==> src/rtl/vga_timing_gen.sv <==
// ---------------------------------------------------------------------------
// vga_timing_gen
//
// Purpose:
//   Generates raster timing for a VGA-style display. A horizontal pixel
//   counter (x) and a vertical line counter (y) advance one pixel on every
//   clock edge where the pixel tick 'enable' is high. Sync, blanking and
//   start-of-line/frame strobes are decoded from the *next* counter values
//   and registered on the same edge as the counters. As a result, every
//   output lines up with the x/y it describes, with no pipeline skew.
//
// Parameters:
//   H_ACTIVE, H_FP, H_SYNC, H_BP : horizontal timing in pixels
//   V_ACTIVE, V_FP, V_SYNC, V_BP : vertical timing in lines
//   SYNC_POL                     : asserted level of h_sync / v_sync
//   Both H_TOTAL and V_TOTAL must be <= 1024 (10-bit counters).
//
// Ports:
//   clk          in   single clock, rising edge
//   rst          in   asynchronous active-high reset
//   enable       in   pixel tick; timing advances only when high
//   x            out  horizontal count, 0..H_TOTAL-1
//   y            out  vertical count, 0..V_TOTAL-1
//   frame_active out  high inside the visible area
//   h_sync       out  horizontal sync, SYNC_POL during the pulse
//   v_sync       out  vertical sync, SYNC_POL during the pulse
//   line_start   out  one-clk pulse on entry to x=0
//   frame_start  out  one-clk pulse on entry to (0,0)
//   frame_count  out  completed frames, modulo 1024
// ---------------------------------------------------------------------------
module vga_timing_gen #(
  parameter int H_ACTIVE = 640,
  parameter int H_FP     = 16,
  parameter int H_SYNC   = 96,
  parameter int H_BP     = 48,
  parameter int V_ACTIVE = 480,
  parameter int V_FP     = 10,
  parameter int V_SYNC   = 2,
  parameter int V_BP     = 33,
  parameter bit SYNC_POL = 1'b0
) (
  input  logic       clk,
  input  logic       rst,
  input  logic       enable,
  output logic [9:0] x,
  output logic [9:0] y,
  output logic       frame_active,
  output logic       h_sync,
  output logic       v_sync,
  output logic       line_start,
  output logic       frame_start,
  output logic [9:0] frame_count
);

  localparam int H_TOTAL = H_ACTIVE + H_FP + H_SYNC + H_BP;
  localparam int V_TOTAL = V_ACTIVE + V_FP + V_SYNC + V_BP;

  // Every boundary is precomputed at the counter width, so all of the
  // comparisons below are between 10-bit quantities.
  localparam logic [9:0] H_LAST       = 10'(H_TOTAL - 1);
  localparam logic [9:0] V_LAST       = 10'(V_TOTAL - 1);
  localparam logic [9:0] H_VIS        = 10'(H_ACTIVE);
  localparam logic [9:0] V_VIS        = 10'(V_ACTIVE);
  localparam logic [9:0] H_SYNC_FIRST = 10'(H_ACTIVE + H_FP);
  localparam logic [9:0] H_SYNC_LAST  = 10'(H_ACTIVE + H_FP + H_SYNC - 1);
  localparam logic [9:0] V_SYNC_FIRST = 10'(V_ACTIVE + V_FP);
  localparam logic [9:0] V_SYNC_LAST  = 10'(V_ACTIVE + V_FP + V_SYNC - 1);

  logic [9:0] x_next;
  logic [9:0] y_next;
  logic [9:0] frame_count_next;
  logic       x_wrap;
  logic       frame_wrap;
  logic       h_in_sync;
  logic       v_in_sync;
  logic       active_next;

  // Next-position arithmetic: this is where the counters would go if the
  // current edge is a pixel tick. The decode is done on these next values,
  // which lets the registered outputs describe the same pixel as x/y.
  always_comb begin
    x_next           = x + 10'd1;
    y_next           = y;
    frame_count_next = frame_count;
    x_wrap           = 1'b0;
    frame_wrap       = 1'b0;
    if (x == H_LAST) begin
      x_next = '0;
      x_wrap = 1'b1;
      if (y == V_LAST) begin
        y_next           = '0;
        frame_wrap       = 1'b1;
        frame_count_next = frame_count + 10'd1;
      end else begin
        y_next = y + 10'd1;
      end
    end
  end

  // Region decode of the next position.
  always_comb begin
    h_in_sync   = (x_next >= H_SYNC_FIRST) && (x_next <= H_SYNC_LAST);
    v_in_sync   = (y_next >= V_SYNC_FIRST) && (y_next <= V_SYNC_LAST);
    active_next = (x_next < H_VIS) && (y_next < V_VIS);
  end

  // State and output registers. Without a tick, everything holds except the
  // strobes, which only ever last the single clock after the wrap.
  always_ff @(posedge clk or posedge rst) begin
    if (rst) begin
      x            <= '0;
      y            <= '0;
      frame_count  <= '0;
      frame_active <= 1'b0;
      h_sync       <= ~SYNC_POL;
      v_sync       <= ~SYNC_POL;
      line_start   <= 1'b0;
      frame_start  <= 1'b0;
    end else if (enable) begin
      x            <= x_next;
      y            <= y_next;
      frame_count  <= frame_count_next;
      frame_active <= active_next;
      h_sync       <= h_in_sync ? SYNC_POL : ~SYNC_POL;
      v_sync       <= v_in_sync ? SYNC_POL : ~SYNC_POL;
      line_start   <= x_wrap;
      frame_start  <= frame_wrap;
    end else begin
      line_start   <= 1'b0;
      frame_start  <= 1'b0;
    end
  end

endmodule

==> config.mk <==
export PLATFORM = sky130hd
export DESIGN_NAME = vga_timing_gen
export DESIGN_NICKNAME = d
export VERILOG_FILES = /design/src/rtl/vga_timing_gen.sv
export SDC_FILE = /design/constraint.sdc
export NUM_CORES = 1
export LEC_CHECK = 0
export CAP_MARGIN = 15
export CORE_UTILIZATION = 52
export DETAILED_ROUTE_END_ITERATION = 10
export PLACE_DENSITY = 0.8
export SETUP_SLACK_MARGIN = 0.5
export SYNTH_ARGS = -nofsm -noshare
export SYNTH_HDL_FRONTEND = slang
export SYNTH_SLANG_ARGS = --single-unit
==> constraint.sdc <==
create_clock -name clk -period 3.2 [get_ports clk]
set_clock_uncertainty 0.1 [all_clocks]
set_input_delay 0.48 -clock clk [delete_from_list [all_inputs] [get_ports clk]]
set_output_delay 0.48 -clock clk [all_outputs]
set_load 0.02 [all_outputs]
==> results by group, run 1 <==
Finish
  • P&R area growth vs syn: 24.0%
  • ANT cells: 0
  • Register area: 878 um^2
  • Area of the multi-input gates: 1080 um^2
  • Commonest non-fill, non-tap cell in the layout: clkdlybuf4s50_1
  • # fillers: 303
  • Fin nets: 265
  • Final core utilization: 68.1%
  • Most frequent cells in the layout: clkdlybuf4s50_1, dfrtp_1, nand2_1
  • Layout cells sized above 1: 9.69%
  • Post-route cell area: 2530 um^2

Die
  • Row count: 22
  • Chip width: 64.6 um
  • CORE AREA: 3720 um^2
  • Starting density of the core: 54.9%
  • IO Pins: 38
  • Die ar.: 4180 um^2
  • DIE HEIGHT: 64.6 um

Synthesis
  • Yosys top cell area share: 40.5%
  • Syn_nets: 224
  • Synth top area cells: dfrtp_1, xnor2_1, nand2_1, nor2_1, nand4_1
  • Synth async-reset ratio: 100%
  • Register area share after synthesis: 43.1%
  • Yosys cell types: 48
  • Number of synthesized flops with an enable pin: 0
  • Syn Inst Count: 216
  • Cell taking the most area after synthesis: dfrtp_1
  • Synthesized area: 2040 um^2
  • Seq cells post-synth: 35
  • Predominant post-synthesis flop cell: dfrtp_1
  • Mapped Avg Cell Area: 9.44 um^2
  • Synth Warn #: 0

Power
  • PwrDens: 623 nW/um^2
  • Worst vdd ir: 0.427 mV
  • Leak pwr: 0.00104 uW

Timing
  • Max_slew headroom: 54.7%
  • Setup TNS: 0 ns
  • Final min period: 2.41 ns
  • RSZ-0062 raised after global routing: no
  • Final Hold Fails: 0
  • Setup ws final: 0.789 ns
  • Max-slew violation count: 0
  • Post-route clock period utilization: 75.4%
  • Slew @ Worst Pin: 0.678 ns
  • Peak Freq: 415 MHz
  • Final setup viols: 0

Setup path
  • Crit-path max FO: 11
  • CP arrival: 2.49 ns
  • Crit Path Class: reg -> reg
  • Crit end category: flop
  • CP required: 3.28 ns
  • Crit path launch type: flop

Detailed routing
  • Vias per std cell: 5.53
  • Post-Route WL: 4.16 mm
  • Routed WL per cell: 13.6 um
  • Final ANT Viol Nets: 0
  • Total number of vias: 1693
  • DR iter-0 viols: 133
  • DRC Markers: 0
  • First-pass iteration count of the detailed router: 5

Placement
  • Worst slack at placement: 0.695 ns
  • IO buf count: 37
  • Gpl congestion: 0.919
  • DP Wirelength: 3.06 mm
  • Cell Area, Placed: 2440 um^2

GRT
  • Pin count of the biggest net entering global routing: 20
  • Antenna violations before repair: 0
  • Gr ovfl total: 0
  • Global-route wire length before repair: 7.42 mm
  • GRT Resource Usage Total: 22.9%
  • Vias in the first global route: 1588

Run status
  • Status: finished clean

Clocking
  • Worst skew pair latency: 0.28 ns
  • CTS Buffer Depth: 2
  • Post_cts resized: 0
  • CTS tree: done
  • CTS root buf: clkbuf_8
  • H-Tree Depth: 2
  • CTS Buf Count: 5
  • Clk pin slew, worst setup/hold paths: 0.07 ns
  • CTS sink cnt: 35

Worst hold path
  • Hold Crit Class: reg -> reg

Flow run
  • Max cap viols: 0
what timing repair did:
action,CTS,global route
setup endpoints to repair,0,2
hold buffers,0,0
setup buffers,0,1
cells in the mapped netlist, drive strengths merged, types with 3 or more instances:
cell type  number
a21oi           9
and3            4
buf             6
dfrtp          33
ha              5
inv             9
mux2            3
nand2          24
nand3          12
nand4          11
nor2           20
nor3            6
o21a            3
o21ai          11
or3             5
xnor2          15
xor2            7
final timing paths:
kind	end	slack [ns]	depth (start not counted)	from
worst max-delay path	v_sync	0.79	7	x[0]
worst min-delay path	frame_count[9]	0.38	1	frame_count[9]
worst max register to register	v_sync	0.79	7	x[0]
worst min register to register	frame_count[9]	0.38	1	frame_count[9]
max in group asynchronous	v_sync	1.75	3	rst
min in group asynchronous	frame_count[1]	0.50	2	rst
per-layer routing:
metal	global-route usage (%)	up-vias	share of wire (%)
met5	0	-	0
met4	6.39	0	1.0
met3	3.70	5	3.8
met2	34.5	41	46
met1	33.8	792	50
li1	-	855	-
state kept, by name, summed over array words and instances, names as in the netlist:
name / cells
frame_active: 1
frame_count: 10
frame_start: 1
h_sync: 1
line_start: 1
v_sync: 1
x: 10
y: 10
where the power goes:
part	leakage (uW)	switching, uW	internal [uW]
Combinational	0.000557	327	288
Clock	0.0000422	149	153
Sequential	0.000442	139	520
final cells by class:
cell class | count | share of cell area, %
Tap cell | 48 | 2.37
Sequential cell | 35 | 34.7
Multi-Input combinational cell | 165 | 42.5
Clock inverter | 1 | 0.198
Timing Repair Buffer | 41 | 15.8
Inverter | 9 | 1.34
Clock buffer | 7 | 3.02
metrics by stage:
step | hold slack [ns] | power (uW) | instances
2_1_floorplan | 0.420 | 1050 | 216
3_3_place_gp | 0.360 | 1270 | 297
3_5_place_dp | 0.378 | 1270 | 297
4_1_cts | 0.386 | 1580 | 305
5_1_grt | 0.400 | 1690 | 306
6_report | 0.384 | 1580 | 306
kinds of logic after synthesis:
logic type,Yosys count,share of synthesized area (%)
simple gates,93,25.0
compound gates,42,13.6
flops,35,43.1
xor+xnor,22,9.45
buf+inv,16,4.17
fa+ha+maj,5,3.07
mux,3,1.66
critical path: stages, from the launching register on:
cell and delay [ns]:
dfrtp_1 0.44, ha_1 0.26, nand4_1 0.22, or3_4 0.52
a21oi_1 0.15, a41oi_1 0.15, nor4_2 0.32, a41oi_1 0.16
Power figures use the tool's default switching activity.
==> inputs of run 2 (changes only) <==
==> constraint.sdc (replaced) <==
create_clock -name clk -period 2.35 [get_ports clk]
set_clock_uncertainty 0.1 [all_clocks]
set_input_delay 0.3525 -clock clk [delete_from_list [all_inputs] [get_ports clk]]
set_output_delay 0.3525 -clock clk [all_outputs]
set_load 0.02 [all_outputs]
==> run 2 against run 1 <==
Against the previous run: via count up 18%; register-to-register slack got worse by 0.75 ns; worst hold slack worse by 0.034 ns; critical path depth is 1 lower; cell count up 11%; largest cell class unchanged; largest power group is now combinational cells; highest routed layer unchanged.
==> results by group, run 2 (synthesized netlist as in run 1, its figures left out) <==
Run status
  • Status: finished clean (unchanged)

Detailed routing
  • Routed WL per cell: 16.1 um (was 13.6 um)
  • First-pass iteration count of the detailed router: 4 (was 5)
  • DRC Markers: 0 (unchanged)
  • Total number of vias: 1991 (was 1693)
  • Final ANT Viol Nets: 0 (unchanged)
  • DR iter-0 viols: 216 (was 133)
  • Vias per std cell: 5.84 (was 5.53)
  • Post-Route WL: 5.49 mm (was 4.16 mm)

Die
  • CORE AREA: 3720 um^2 (unchanged)
  • Die ar.: 4180 um^2 (unchanged)
  • Starting density of the core: 54.9% (unchanged)
  • IO Pins: 38 (unchanged)
  • Chip width: 64.6 um (unchanged)
  • Row count: 22 (unchanged)
  • DIE HEIGHT: 64.6 um (unchanged)

Setup path
  • Reg2Reg Setup Slack: 0.04 ns (was 0.79 ns)
  • Crit end category: flop (unchanged)
  • RR Endpoint: v_sync (unchanged)
  • Worst reg2reg startpoint: x[5] (was x[0])
  • CP required: 2.45 ns (was 3.28 ns)
  • CP arrival: 2.41 ns (was 2.49 ns)
  • Crit path launch type: flop (unchanged)
  • Crit Path Class: reg -> reg (unchanged)
  • R2R cell count: 6 (was 7)
  • Crit-path max FO: 4 (was 11)

Timing
  • Post-route clock period utilization: 98.2% (was 75.4%)
  • Final min period: 2.31 ns (was 2.41 ns)
  • Final setup viols: 0 (unchanged)
  • Max_slew headroom: 62.9% (was 54.7%)
  • Peak Freq: 433 MHz (was 415 MHz)
  • Max-slew violation count: 0 (unchanged)
  • Slew @ Worst Pin: 0.550 ns (was 0.678 ns)
  • Setup TNS: 0 ns (unchanged)
  • Setup ws final: 0.0419 ns (was 0.789 ns)
  • Final Hold Fails: 0 (unchanged)
  • RSZ-0062 raised after global routing: yes (was no)

Power
  • Tot Pwr: 2700 uW (was 1580 uW)
  • Worst vdd ir: 0.739 mV (was 0.427 mV)
  • Leak pwr: 0.00139 uW (was 0.00104 uW)
  • PwrDens: 898 nW/um^2 (was 623 nW/um^2)

Clocking
  • CTS Hold Bufs: 0 (unchanged)
  • Clk pin slew, worst setup/hold paths: 0.07 ns (about the same)
  • CTS tree: done (unchanged)
  • CTS sink cnt: 35 (unchanged)
  • H-Tree Depth: 2 (unchanged)
  • Worst skew pair latency: 0.29 ns (was 0.28 ns)
  • CTS root buf: clkbuf_8 (unchanged)
  • CTS Buf Count: 5 (unchanged)
  • CTS Buffer Depth: 2 (unchanged)

Finish
  • Most frequent cells in the layout: dfrtp_1, buf_4, nand2_1 (was clkdlybuf4s50_1, dfrtp_1, nand2_1)
  • Fin nets: 300 (was 265)
  • Post-route cell area: 3010 um^2 (was 2530 um^2)
  • # fillers: 239 (was 303)
  • ANT cells: 0 (unchanged)
  • Layout cells sized above 1: 28.3% (was 9.69%)
  • P&R area growth vs syn: 47.7% (was 24.0%)
  • Largest registers: frame_count x10, x x10, y x10 (unchanged)
  • Post-Layout Cell Count: 341 (was 306)

Placement
  • Worst slack at placement: 0.00928 ns (was 0.695 ns)
  • Gpl congestion: 0.915 (was 0.919)
  • Cell Area, Placed: 2580 um^2 (was 2440 um^2)
  • IO buf count: 37 (unchanged)
  • Placed Instances: 313 (was 297)
  • DP Wirelength: 3.15 mm (was 3.06 mm)

Flow run
  • Max cap viols: 0 (unchanged)

Worst hold path
  • Hold Crit Class: in -> async (was reg -> reg)

GRT
  • Antenna violations before repair: 0 (unchanged)
  • Vias in the first global route: 1699 (was 1588)
  • Gr ovfl total: 0 (unchanged)
  • GRT Resource Usage Total: 25.4% (was 22.9%)
  • Global-route wire length before repair: 8.07 mm (was 7.42 mm)
  • Pin count of the biggest net entering global routing: 36 (was 20)
-- run 2: cell count changes in the layout (fill, tap and decap cells not counted), sizes merged --
cell           delta
dlymetal6s2s     +11
clkdlybuf4s50    -24
clkinv            -1
clkinvlp          +3
buf              +34
clkbuf            -2
dlygate4sd2      +13
inv               -1
bufinv            +2
-- run 2: repair_timing --
item	in CTS	in global routing
pin swaps	12	9
endpoints found under the setup margin	43	41
gates cloned	1	0
resized for setup	24	30
setup buffers	9	10
-- run 2: cell type report --
type	instances	area, um^2	area share (%)
Timing Repair Buffer	75	713	23.7
Clock buffer	5	68.8	2.29
Multi-Input combinational cell	165	1170	38.9
Sequential cell	35	885	29.4
Clock inverter	3	67.6	2.24
Tap cell	48	60.1	1.99
Timing Repair inverter	1	7.51	0.249
Inverter	9	37.5	1.25
-- run 2: worst max-delay path: stages (launching register included) --
cell and delay [ns]:
dfrtp_2 0.40, or3_4 0.42, or3_4 0.43, a21oi_2 0.16, a41oi_2 0.14, nor4_2 0.39
a41oi_1 0.17
-- run 2: layer usage --
metal / vias to the layer above / GRT usage (%) / wire length (um)
met1: 947 / 35.8 / 2360
met4: 0 / 9.44 / 113
met3: 12 / 4.75 / 403
met5: - / 0 / 0
li1: 924 / - / -
met2: 108 / 38.6 / 2610
-- run 2: worst max path at each step --
stage | to | cells after the start | startpoint | slack [ns]
CTS | frame_count[9] | 6 | x[6] | 0.13
detailed placement | frame_count[9] | 7 | enable | 0.009
finish | v_sync | 6 | x[5] | 0.04
floorplan | y[9] | 7 | x[6] | 0.1
global route | v_sync | 6 | x[5] | 0.0005
global placement | frame_count[9] | 7 | enable | 0.06
-- run 2: stage by stage --
stage / hold WS, ns / util [%]
after CTS: 0.368 / 76.5
final: 0.350 / 81.0
after global routing: 0.387 / 81.0
after detailed placement: 0.372 / 69.5
after floorplan: 0.405 / -
after global placement: 0.356 / 69.5
-- run 2: power by group --
group / internal (uW) / switching, uW
clock: 423 / 227
combinational: 561 / 663
sequential: 716 / 114
==> inputs of run 3 (changes only) <==
--- a/config.mk
+++ b/config.mk
@@ -6,6 +6,7 @@
 export NUM_CORES = 1
 export LEC_CHECK = 0
 export CAP_MARGIN = 15
+export CORE_MARGIN = 8
 export CORE_UTILIZATION = 52
 export DETAILED_ROUTE_END_ITERATION = 10
 export PLACE_DENSITY = 0.8
==> run 3 against run 2 <==
Against the previous run: die area rose by 48%; cell count fell by 0.88%; combinational power barely moved; worst hold slack improved by 0.018 ns; clock-buffer cell count rose by 2; sequential cell count did not move; first-iteration DRC count fell by 8.8%; critical endpoint is now frame_count[9]; largest power group unchanged.
==> results by group, run 3 (synthesized netlist as in run 1, its figures left out) <==
Detailed routing
  • Total number of vias: 1982 (was 1991)
  • DR iter-0 viols: 197 (was 216)
  • Routed WL per cell: 17.4 um (was 16.1 um)
  • Post-Route WL: 5.87 mm (was 5.49 mm)
  • Vias per std cell: 5.86 (was 5.84)
  • Final ANT Viol Nets: 0 (unchanged)
  • DRC Markers: 0 (unchanged)
  • First-pass iteration count of the detailed router: 6 (was 4)

Die
  • IO Pins: 38 (unchanged)
  • Row count: 22 (unchanged)
  • CORE AREA: 3720 um^2 (unchanged)
  • Die ar.: 6180 um^2 (was 4180 um^2)
  • Chip width: 78.6 um (was 64.6 um)
  • Starting density of the core: 54.9% (unchanged)
  • DIE HEIGHT: 78.6 um (was 64.6 um)

Finish
  • Final core utilization: 81.3% (was 81.0%)
  • P&R area growth vs syn: 48.1% (was 47.7%)
  • Fin nets: 297 (was 300)
  • Layout cells sized above 1: 30.3% (was 28.3%)
  • Post-Layout Cell Count: 338 (was 341)
  • Most frequent cells in the layout: buf_4, dfrtp_1, nand2_1 (was dfrtp_1, buf_4, nand2_1)
  • Commonest non-fill, non-tap cell in the layout: buf_4
  • Largest registers: frame_count x10, x x10, y x10 (unchanged)
  • ANT cells: 0 (unchanged)

Timing
  • Post-route clock period utilization: 98.5% (was 98.2%)
  • Setup ws final: 0.0358 ns (was 0.0419 ns)
  • Min Hold Slack: 0.368 ns (was 0.350 ns)
  • Slew @ Worst Pin: 0.622 ns (was 0.550 ns)
  • Final setup viols: 0 (unchanged)
  • Peak Freq: 432 MHz (was 433 MHz)
  • Max_slew headroom: 58.0% (was 62.9%)
  • Final Hold Fails: 0 (unchanged)
  • Max-slew violation count: 0 (unchanged)
  • RSZ-0062 raised after global routing: yes (unchanged)
  • Final min period: 2.31 ns (about the same)

GRT
  • Met3 GRT Util: 3.42% (was 4.75%)
  • Vias in the first global route: 1870 (was 1699)
  • Gr ovfl total: 0 (unchanged)
  • GR Util met2: 28.7% (was 38.6%)
  • Global route hottest layer: met2 (unchanged)
  • Global-route wire length before repair: 8.80 mm (was 8.07 mm)
  • Antenna violations before repair: 0 (unchanged)
  • GRT Resource Usage Total: 17.4% (was 25.4%)
  • Met1 Usage GRT: 22.5% (was 35.8%)
  • Pin count of the biggest net entering global routing: 36 (unchanged)

Clocking
  • CTS Buf Count: 5 (unchanged)
  • CTS root buf: clkbuf_8 (unchanged)
  • CTS tree: done (unchanged)
  • Worst skew pair latency: 0.29 ns (about the same)
  • H-Tree Depth: 2 (unchanged)
  • Clk pin slew, worst setup/hold paths: 0.08 ns (was 0.07 ns)
  • CTS Buffer Depth: 2 (unchanged)
  • CTS sink cnt: 35 (unchanged)

Power
  • Clock power share: 19.3% (was 24.0%)
  • PwrDens: 836 nW/um^2 (was 898 nW/um^2)
  • NetSw: 1000 uW (about the same)
  • Leak pwr: 0.00145 uW (was 0.00139 uW)
  • Worst vdd ir: 0.735 mV (was 0.739 mV)
  • Tot Pwr: 2520 uW (was 2700 uW)
  • Logic gate share of total power: 48.5% (was 45.3%)
  • Seq pwr share: 32.2% (was 30.7%)
  • Pint: 1520 uW (was 1700 uW)
  • Switching portion of total power: 39.8% (was 37.1%)

Setup path
  • Crit path launch type: flop (unchanged)
  • Worst setup path startpoint: x[1] (was x[5])
  • Crit-path max FO: 5 (was 4)
  • Delay of the slowest critical-path stage: 0.57 ns (was 0.43 ns)
  • CP arrival: 2.42 ns (was 2.41 ns)
  • CP cell instances: ha_4, nand4_1, buf_4, or4_4, nor2_8, nand4_1, nor2_2, xor2_1 (was or3_4, or3_4, a21oi_2, a41oi_2, nor4_2, a41oi_1)
  • Crit end category: flop (unchanged)
  • CP max stage cell: or4_4 (was or3_4)
  • CP required: 2.45 ns (about the same)
  • Crit Path Class: reg -> reg (unchanged)
  • CP most frequent cell: nand4_1 (was or3_4)
  • Buf/Inv on CP: 1 (was 0)
  • Delay-heaviest family, CP: simple AND/OR/NAND/NOR gates (unchanged)
  • RR Endpoint: frame_count[9] (was v_sync)
  • R2R cell count: 8 (was 6)
  • Worst reg2reg startpoint: x[1] (was x[5])
  • Reg2Reg Setup Slack: 0.04 ns (about the same)

Placement
  • Gpl congestion: 0.945 (was 0.915)
  • Placed Instances: 315 (was 313)
  • DP Wirelength: 3.58 mm (was 3.15 mm)
  • Worst slack at placement: 0.0450 ns (was 0.00928 ns)
  • IO buf count: 37 (unchanged)

Flow run
  • Max cap viols: 0 (unchanged)

Run status
  • Status: finished clean (unchanged)

Worst hold path
  • Hold Crit Class: in -> async (unchanged)
==> run 3: cell count changes in the layout (fill, tap and decap cells not counted), moves of 2 or more <==
cell            before  now
buf_6                9    6
dlygate4sd2_1       13   10
bufinv_16            2    0
clkbuf_8             5    7
dlymetal6s2s_1      11   13
nor2_1              17   15
nor2_2               2    4
xnor2_1             15   13
xnor2_2              0    2
==> run 3: stage by stage <==
stage | cell area [um^2] | TNS, ns
6_report | 3020 | 0
3_3_place_gp | 2600 | 0
5_1_grt | 3020 | -0.0719
2_1_floorplan | 2060 | 0
3_5_place_dp | 2600 | 0
4_1_cts | 2850 | 0
==> run 3: worst max-delay path by stage <==
stage,endpoint,cells past startpoint
5_1_grt,frame_count[9],7
2_1_floorplan,y[9],7
3_3_place_gp,frame_count[9],7
3_5_place_dp,frame_count[9],7
4_1_cts,frame_count[9],8
6_report,frame_count[9],8
==> run 3: final cells by class <==
class                           instances  area (um^2)
Clock buffer                            7         96.3
Clock inverter                          1         7.51
Fill cell                             227          696
Inverter                                9         37.5
Multi-Input combinational cell        165         1240
Sequential cell                        35          886
Tap cell                               48         60.1
Timing Repair Buffer                   72          688
Timing Repair inverter                  1         7.51
==> run 3: worst register-to-register path, stage by stage, from the launching register on <==
cell and delay (ns):
dfrtp_2 0.39, ha_4 0.14, nand4_1 0.15, buf_4 0.21, or4_4 0.57, nor2_8 0.16, nand4_1 0.17, nor2_2 0.16
xor2_1 0.18
==> run 3: repair_timing <==
item / in CTS / in global routing
resized for setup: 28 / 35
endpoints found under the setup margin: 40 / 43
cloned: 0 / 1
pin swaps: 20 / 14
hold buffers: 0 / 0
setup buffers: 8 / 6
==> run 3: power groups by stage <==
stage | combinational (uW) | clock (uW) | sequential [uW]
finish | 1220 | 487 | 813
global route | 1320 | 526 | 828
CTS | 1150 | 483 | 810
detailed placement | 1100 | 0 | 812
global placement | 1090 | 0 | 806
floorplan | 448 | 0 | 998
==> run 3: layer usage <==
| metal | up-vias | share of wire [%] |
|---|---|---|
| li1 | 926 | - |
| met1 | 977 | 42 |
| met2 | 69 | 51 |
| met3 | 10 | 5.5 |
| met4 | 0 | 1.5 |
| met5 | - | 0 |
